==> config.mk <==
export PLATFORM = sky130hd
export DESIGN_NAME = half_adder
export DESIGN_NICKNAME = d
export VERILOG_FILES = /design/src/rtl/half_adder.sv
export SDC_FILE = /design/constraint.sdc
export NUM_CORES = 1
export LEC_CHECK = 0
export CAP_MARGIN = 15
export CORE_MARGIN = 4
export CORE_UTILIZATION = 55
export CTS_CLUSTER_SIZE = 20
export DETAILED_ROUTE_END_ITERATION = 7
export DONT_BUFFER_PORTS = 1
export PLACE_DENSITY_LB_ADDON = 0.05
export SYNTH_ARGS = -nofsm -noshare
export SYNTH_HDL_FRONTEND = slang
export SYNTH_SLANG_ARGS = --single-unit
export TNS_END_PERCENT = 20
==> constraint.sdc <==
create_clock -name clk -period 3 [get_ports clk]
set_input_delay 0.6 -clock clk [delete_from_list [all_inputs] [get_ports clk]]
set_output_delay 0.6 -clock clk [all_outputs]
set_load 0.005 [all_outputs]
==> src/rtl/half_adder.sv <==
// Multi-lane half adder with combinational and registered outputs, plus a
// saturating counter of valid cycles in which any lane produced a carry.
module half_adder #(
    parameter int unsigned WIDTH = 1,
    parameter int unsigned CNT_W = 16
) (
    input  logic             clk,
    input  logic             rst_n,
    input  logic [WIDTH-1:0] a,
    input  logic [WIDTH-1:0] b,
    input  logic             in_valid,
    input  logic             cnt_clr,
    output logic [WIDTH-1:0] sum,
    output logic [WIDTH-1:0] carry,
    output logic [WIDTH-1:0] sum_q,
    output logic [WIDTH-1:0] carry_q,
    output logic             out_valid,
    output logic [CNT_W-1:0] carry_cnt
);

    logic [WIDTH-1:0] sum_d;
    logic [WIDTH-1:0] carry_d;
    logic             valid_d;
    logic             valid_q;
    logic [CNT_W-1:0] cnt_d;
    logic [CNT_W-1:0] cnt_q;

    // Zero-latency path; deliberately untouched by clk and rst_n.
    always_comb begin
        sum   = a ^ b;
        carry = a & b;
    end

    always_comb begin
        sum_d   = sum_q;
        carry_d = carry_q;
        valid_d = in_valid;
        if (in_valid) begin
            sum_d   = sum;
            carry_d = carry;
        end
    end

    // One increment per carrying cycle no matter how many lanes carry; clear wins.
    always_comb begin
        cnt_d = cnt_q;
        if (cnt_clr) begin
            cnt_d = '0;
        end else if (in_valid && (|carry) && (cnt_q != '1)) begin
            cnt_d = cnt_q + CNT_W'(1);
        end
    end

    always_ff @(posedge clk or negedge rst_n) begin
        if (!rst_n) begin
            sum_q   <= '0;
            carry_q <= '0;
            valid_q <= 1'b0;
            cnt_q   <= '0;
        end else begin
            sum_q   <= sum_d;
            carry_q <= carry_d;
            valid_q <= valid_d;
            cnt_q   <= cnt_d;
        end
    end

    assign out_valid = valid_q;
    assign carry_cnt = cnt_q;

endmodule

After elaboration in Yosys (flattened, before gate mapping) --
Cells that the tools add are included.
Operators by class: reductions and logical operators 3, eq/ne operators 1, add/sub/neg operators 1, bitwise logic cells 2, multiplexer cells 2
Operator list (count):
- $mux W16 | 2
- $add A16 B1 Y16 const B | 1
- $ne A16 B16 Y1 const B | 1
- $logic_and A1 B1 Y1 | 2
- $reduce_bool A2 Y1 | 1
- $and A1 B1 Y1 | 1
- $xor A1 B1 Y1 | 1
Word-level totals: register bits after elaboration 19, output and inout bits 21, logic and storage cells 13

Longest topological paths before layout --
Gate-level depths: netlist of run 1.
depth after elaboration 5, gate-level depth with buffers 6

Worst setup path after synthesis of run 1 --
No wires, ideal clock.
path kind input to register, start point input a, end point register cnt_q[3] (netlist: carry_cnt[3]), data required time 2.922 ns, slack 1.091 ns, path buffers 1, cell stages on the path 6, library setup time 0.078 ns, arrival 1.832 ns, path through ha_1 and2_1 nand4_1 clkbuf_1 or3_2 a21oi_1
Between the ends: word-level cells in the longest chain between the ends 4
Ends and longest elaborated chain:
- from (decl) | line 9 | input logic [WIDTH-1:0] a,
- $and A1 B1 Y1 | line 31 | carry = a & b;
- $logic_and A1 B1 Y1 (2 in series) | line 49 | end else if (in_valid && (|carry) && (cnt_q != '1)) begin
- $reduce_bool A2 Y1 (no line)
- to (signal assigned) | line 64 | cnt_q <= cnt_d;
- to (decl) | line 26 | logic [CNT_W-1:0] cnt_q;
Every way passes these cells. A chain may end at the register's enable or synchronous reset.

Final worst setup path of run 1 --
start point register cnt_q[0] (netlist: carry_cnt[0]), end point register cnt_q[10] (netlist: carry_cnt[10])
Between the ends: word-level cells in the longest chain between the ends 3, elaborated cells between the ends (all ways) 6, those cells by class add/sub (1); eq/ne (1); mux (2); reduce/logical (2)
Ends and longest elaborated chain (line):
- $add A16 B1 Y16 or $ne A16 B16 Y1 (tied branches) | 50, 49
- $mux W16 or $logic_and A1 B1 Y1 (tied branches) | 49
- $mux W16 or $reduce_bool A2 Y1 (tied branches)
Several ways; a longest one is shown, not always the timed one. The select of a mux whose other input is x is not followed.

==> flow_metrics.py, run 1 <==
metrics = {
    "flow_run": {
        "maxCapViolCount": 0,
    },
    "drt": {
        "wl_per_cell_um": 16.3,
        "ant_nets": 0,
        "vias": 879,
        "wirelength_um": 2180,
        "avgViaCountPerCell": 6.56,
        "drtIter0Drc": 16,
        "drc_errors": 0,
        "firstDrtPassIters": 4,
    },
    "worst_hold_path": {
        "hold_start": "in_valid",
        "holdPathStages": 0,
        "min-delay-path-class": "in -> reg",
    },
    "die": {
        "io_pins": 27,
        "die_area_um2": 2690,
        "core_um2": 1780,
        "initial_core_util": 0.593,
        "num_rows": 15,
        "die_y_um": 51.8,
        "die_w_um": 51.8,
    },
    "cts": {
        "clockBufferDepth": 2,
        "clk_latency_ps": 290,
        "clock-sinks": 19,
        "path_clk_slew_ps": 100,
        "htreeDepth": 1,
        "cts_made_buffers": 3,
        "ctsRootBufferMaster": "clkbuf_4",
        "cts_tree": "yes",
    },
    "layout": {
        "fin_cells": 134,
        "diodes": 0,
        "area_growth_pct": 4.85,
        "drive_gt1_frac": 0.0917,
        "fin_nets": 118,
        "fillCellCount": 147,
        "fin_util": 0.622,
    },
    "yosys": {
        "ys_warn_count": 0,
        "synth.ff_latch_count": 19,
        "synth_cell_type_count": 33,
        "avgSynthCellArea_um2": 9.79,
        "synth-edff-count": 0,
        "async_flop_share": 1.00,
        "ys.flop_type": "dfrtp_1",
        "synthCells": 108,
        "yosysSeqAreaShare": 0.450,
        "synth_area_um2": 1060,
        "syn-num-nets": 116,
    },
    "placed_design": {
        "io_buffers": 0,
        "gp_congestion": 0.820,
        "place_inst": 129,
        "place_hpwl_um": 1570,
    },
    "sta": {
        "rsz0062_at_grt": "false",
        "worst_pin_slew_ps": 865,
        "setup_viol": 0,
        "hold_viol": 0,
        "fin_crit_ps": 2100,
        "max_clock_freq_mhz": 477,
        "tns_ps": 0,
        "fin_crit_sh": 0.699,
        "slew_violations": 0,
        "max_slew_margin": 0.421,
        "skew_ps": 3.20,
    },
    "global_routing": {
        "gr-total-overflow": 0,
        "antenna_found_initial": 0,
        "grt_max_degree": 20,
        "groute.usage.overall": 0.189,
        "grt_pass1_wl_um": 3820,
        "grt_pass1_vias": 865,
    },
    "setup_path": {
        "cp-startpoint": "carry_cnt[0]",
        "critPathMaxStageDelay_ps": 690,
        "crit_slowest_cell": "nor4_4",
        "cp_cell_sequence": "ha_1, nand3_1, nor4_4, nor3b_1, mux2_1",
        "startpoint_type": "flop",
        "reg2reg_from": "carry_cnt[0]",
        "path_delay_family": "simple AND/OR/NAND/NOR gates",
        "cp-end-kind": "flop",
        "crit_buf_inv": 0,
        "setup.worst_path.class": "reg -> reg",
        "crit_path_max_fanout": 19,
        "required_ps": 3180,
        "r2r_cells": 5,
        "cp_num_cells": 5,
        "crit_arrival_ps": 2280,
    },
    "power_and_ir_drop": {
        "p_per_area_nw_per_um2": 365,
        "peakVddDrop_mv": 0.265,
        "leakage_nw": 0.422,
    },
    "status": {
        "outcome": "completed",
    },
}
==> registers in the layout, indices dropped and copies added (netlist names) <==
name,count
carry_cnt,16
carry_q,1
out_valid,1
sum_q,1
==> layout by cell type (no fill, tap or decap) <==
cell type / instances
a21oi_1: 14
a311oi_1: 1
and2_1: 1
and3_1: 1
and4_1: 1
and4_2: 1
clkbuf_1: 1
clkbuf_4: 3
dfrtp_1: 19
dlygate4sd3_1: 1
ha_1: 2
inv_1: 4
mux2_1: 1
mux2_2: 1
mux2i_1: 1
nand2_1: 7
nand3_1: 4
nand3b_1: 1
nand4_1: 4
nand4_2: 1
nand4_4: 1
nor2_1: 3
nor2b_1: 2
nor3_1: 1
nor3b_1: 1
nor4_1: 3
nor4_4: 1
o21ai_0: 6
o31ai_1: 8
or3_1: 4
or3_2: 1
or4_1: 8
or4_4: 1
==> power by group <==
group          switching [mW]  total (mW)  internal [mW]  leakage [nW]
combinational         0.00958      0.0152        0.00562         0.147
clock                  0.0737       0.125         0.0517        0.0150
sequential            0.00376       0.264          0.261         0.260
==> cell type report <==
cell class	count	area, µm²	area share
sequential	19	475	0.429
tap	25	31.3	0.0282
clock buffer	4	26.3	0.0237
multi-input combinational	81	551	0.497
timing repair buffer	1	10.0	0.00903
inverter	4	15.0	0.0135
==> repair_timing <==
item / CTS / global route
setup buffers: 0 / 0
hold endpoints to repair: 19 / 0
resized for setup: 0 / 0
hold buffers: 1 / 0
==> metal layers <==
layer  wire [µm]  vias up  GRT usage  share of wire
met3         168        4     0.0602          0.077
li1            -      424          -              -
met1         943      418      0.225           0.43
met5           0        -          0              0
met4          29        0     0.0830          0.013
met2        1040       33      0.308           0.48
==> logic make-up (layout without fill, tap and decap cells) <==
kind of cell,after synthesis,count (layout),share of synthesized area
AOI/OAI and AO/OA,29,29,0.160
adders and majority gates,2,2,0.0237
buffers and inverters,8,9,0.0296
DFF,19,19,0.450
muxes,3,3,0.0308
and+or+nand+nor,47,47,0.307
==> final timing paths <==
kind                                 end  slack, ps
max                        carry_cnt[10]        900
min                            out_valid        330
max reg2reg                carry_cnt[10]        900
min reg2reg                        sum_q        550
max in group asynchronous  carry_cnt[10]       1610
min in group asynchronous   carry_cnt[5]        860
==> synthesized netlist by cell type, types with 2 or more instances <==
master     n  area, µm²
nand2_1    7       26.3
a21oi_1   14       70.1
or4_1      8       60.1
nor2b_1    2       12.5
or3_1      4       25.0
inv_1      4       15.0
clkbuf_1   2       7.51
nor4_1     3       18.8
dfrtp_1   19        475
o21ai_0    6       30.0
ha_1       2       25.0
nor2_1     3       11.3
o31ai_1    8       60.1
nand4_1    4       25.0
nand3_1    4       20.0
==> through the flow <==
stage / setup slack, ps / total power [mW] / hold WS, ps / instance area (µm²)
6_report: 903 / 0.405 / 325 / 1110
5_1_grt: 670 / 0.426 / 301 / 1110
4_1_cts: 904 / 0.412 / 315 / 1110
3_5_place_dp: 739 / 0.279 / 305 / 1070
3_3_place_gp: 783 / 0.279 / 305 / 1070
2_1_floorplan: 1090 / 0.279 / 304 / 1060
(Power assumes the default switching activity.)
==> run 2, diff against run 1 <==
--- a/config.mk
+++ b/config.mk
@@ -7,7 +7,7 @@
 export LEC_CHECK = 0
 export CAP_MARGIN = 15
 export CORE_MARGIN = 4
-export CORE_UTILIZATION = 55
+export CORE_UTILIZATION = 54
 export CTS_CLUSTER_SIZE = 20
 export DETAILED_ROUTE_END_ITERATION = 7
 export DONT_BUFFER_PORTS = 1
==> constraint.sdc (replaced) <==
create_clock -name clk -period 1.9 [get_ports clk]
set_input_delay 0.38 -clock clk [delete_from_list [all_inputs] [get_ports clk]]
set_output_delay 0.38 -clock clk [all_outputs]
set_load 0.005 [all_outputs]
==> run 2 against run 1 <==
Clock skew grew 4.0 ps. Clock power grew 59%. Sequential power grew 58%. Via count grew 9.7%. Total power grew 59%.
==> flow_metrics.py, run 2 (same netlist as run 1, synthesis figures left out) <==
metrics = {
    "setup_path": {
        "reg2reg_from": "carry_cnt[10]",
        "cp-end-kind": "flop",
        "crit_path_max_fanout": 5,
        "required_ps": 2120,
        "r2r_cells": 4,
        "rr_endpoint": "carry_cnt[15]",
        "crit_arrival_ps": 2010,
        "setup.worst_path.class": "reg -> reg",
        "rrSetupSlack_ps": 110,
        "startpoint_type": "flop",
    },
    "placed_design": {
        "gp_congestion": 0.889,
        "place_hpwl_um": 1720,
        "post-place-ws_ps": 126,
        "io_buffers": 0,
        "placed_cell_area_um2": 1200,
        "place_inst": 146,
    },
    "cts": {
        "htreeDepth": 1,
        "cts_made_buffers": 3,
        "clock-sinks": 19,
        "cts_tree": "yes",
        "ctsRootBufferMaster": "clkbuf_4",
        "clk_latency_ps": 290,
        "path_clk_slew_ps": 110,
        "clockBufferDepth": 2,
    },
    "power_and_ir_drop": {
        "p_seq_frac": 0.648,
        "swShare": 0.216,
        "combPwrFrac": 0.043,
        "leakage_nw": 0.509,
        "internal_power_mw": 0.504,
        "p_per_area_nw_per_um2": 518,
        "peakVddDrop_mv": 0.365,
        "switchingPower_mw": 0.139,
        "power.share.clock": 0.309,
    },
    "sta": {
        "fin_crit_sh": 0.944,
        "hold_viol": 0,
        "setup_slack_ps": 106,
        "max_clock_freq_mhz": 557,
        "skew_ps": 7.23,
        "fin_crit_ps": 1790,
        "setup_viol": 0,
        "slew_violations": 0,
        "max_slew_margin": 0.451,
        "worst_pin_slew_ps": 820,
    },
    "global_routing": {
        "grt_pass1_vias": 892,
        "gr-total-overflow": 0,
        "groute.usage.overall": 0.200,
        "grt_max_degree": 20,
        "met3_usage": 0.0570,
        "grtUsageMet1": 0.257,
        "grt_use_met2": 0.318,
        "busiest_layer": "met2",
        "antenna_found_initial": 0,
        "grt_pass1_wl_um": 4020,
    },
    "drt": {
        "avgViaCountPerCell": 6.38,
        "ant_nets": 0,
        "firstDrtPassIters": 4,
        "wl_per_cell_um": 15.9,
        "wirelength_um": 2400,
        "drtIter0Drc": 27,
        "drc_errors": 0,
        "vias": 964,
    },
    "layout": {
        "fin_cells": 151,
        "layout_common_cells": "19 x dfrtp_1, 17 x buf_4, 14 x a21oi_1",
        "fillCellCount": 150,
        "design_area_um2": 1240,
        "drive_gt1_frac": 0.222,
        "layout_commonest_cell": "dfrtp_1",
        "largest_reg_flops": 16,
        "fin_nets": 135,
        "diodes": 0,
        "area_growth_pct": 17.4,
    },
    "die": {
        "die_area_um2": 2730,
        "core_um2": 1780,
        "io_pins": 27,
        "initial_core_util": 0.593,
        "die_w_um": 52.3,
        "num_rows": 15,
        "die_y_um": 52.3,
    },
    "status": {
        "outcome": "completed",
    },
    "worst_hold_path": {
        "holdPathStages": 0,
        "hold_start": "in_valid",
        "min-delay-path-class": "in -> reg",
        "holdPathEnd": "out_valid",
    },
    "flow_run": {
        "maxCapViolCount": 0,
    },
}
[run 2: what timing repair did]
item,4_1_cts,5_1_grt
endpoints found under the setup margin,0,3
endpoints found under the hold margin,19,0
hold buffers,1,0
setup buffers,0,0
gates resized for setup,0,1
[run 2: power by group through the flow]
stage,clock (mW),sequential (mW),combinational [mW]
2_1_floorplan,0,0.424,0.0172
3_3_place_gp,0,0.425,0.0182
3_5_place_dp,0,0.425,0.0190
4_1_cts,0.209,0.417,0.0286
5_1_grt,0.227,0.417,0.0329
6_report,0.199,0.417,0.0276
[run 2: how the worst max path moves through the flow]
| stage | startpoint | endpoint | slack [ps] | depth (start not counted) |
|---|---|---|---|---|
| after global routing | carry_cnt[1] | carry_cnt[11] | -8 | 6 |
| final | carry_cnt[10] | carry_cnt[15] | 110 | 4 |
| after floorplan | carry_cnt[3] | carry_cnt[15] | 130 | 4 |
| after CTS | carry_cnt[1] | carry_cnt[11] | 110 | 6 |
| after global placement | carry_cnt[1] | carry_cnt[11] | 140 | 6 |
| after detailed placement | carry_cnt[1] | carry_cnt[9] | 130 | 6 |
[run 2: routing by layer]
layer	vias to the layer above	share of wire
met3	4	0.065
met2	32	0.48
li1	458	-
met1	470	0.44
met5	-	0
met4	0	0.010
[run 2: final cells by class]
class	instances	area, µm²	share of cell area
multi-input combinational	81	556	0.448
clock buffer	4	26.3	0.0212
inverter	4	15.0	0.0121
tap	25	31.3	0.0252
timing repair buffer	18	138	0.111
sequential	19	475	0.383
[run 2: worst max-delay path, stage by stage (launching register included)]
cell and delay, ps:
dfrtp_1 450, nand4_2 200, or4_4 530, or4_1 400
a21oi_1 150
[run 2: metrics by stage]
step / hold slack, ps / setup TNS (ps) / utilization / power (mW)
2_1_floorplan: 84.4 / 0 / - / 0.441
3_3_place_gp: 84.8 / 0 / 0.673 / 0.443
3_5_place_dp: 84.9 / 0 / 0.673 / 0.444
4_1_cts: 97.2 / 0 / 0.693 / 0.654
5_1_grt: 82.0 / -8.34 / 0.696 / 0.677
6_report: 104 / 0 / 0.696 / 0.643
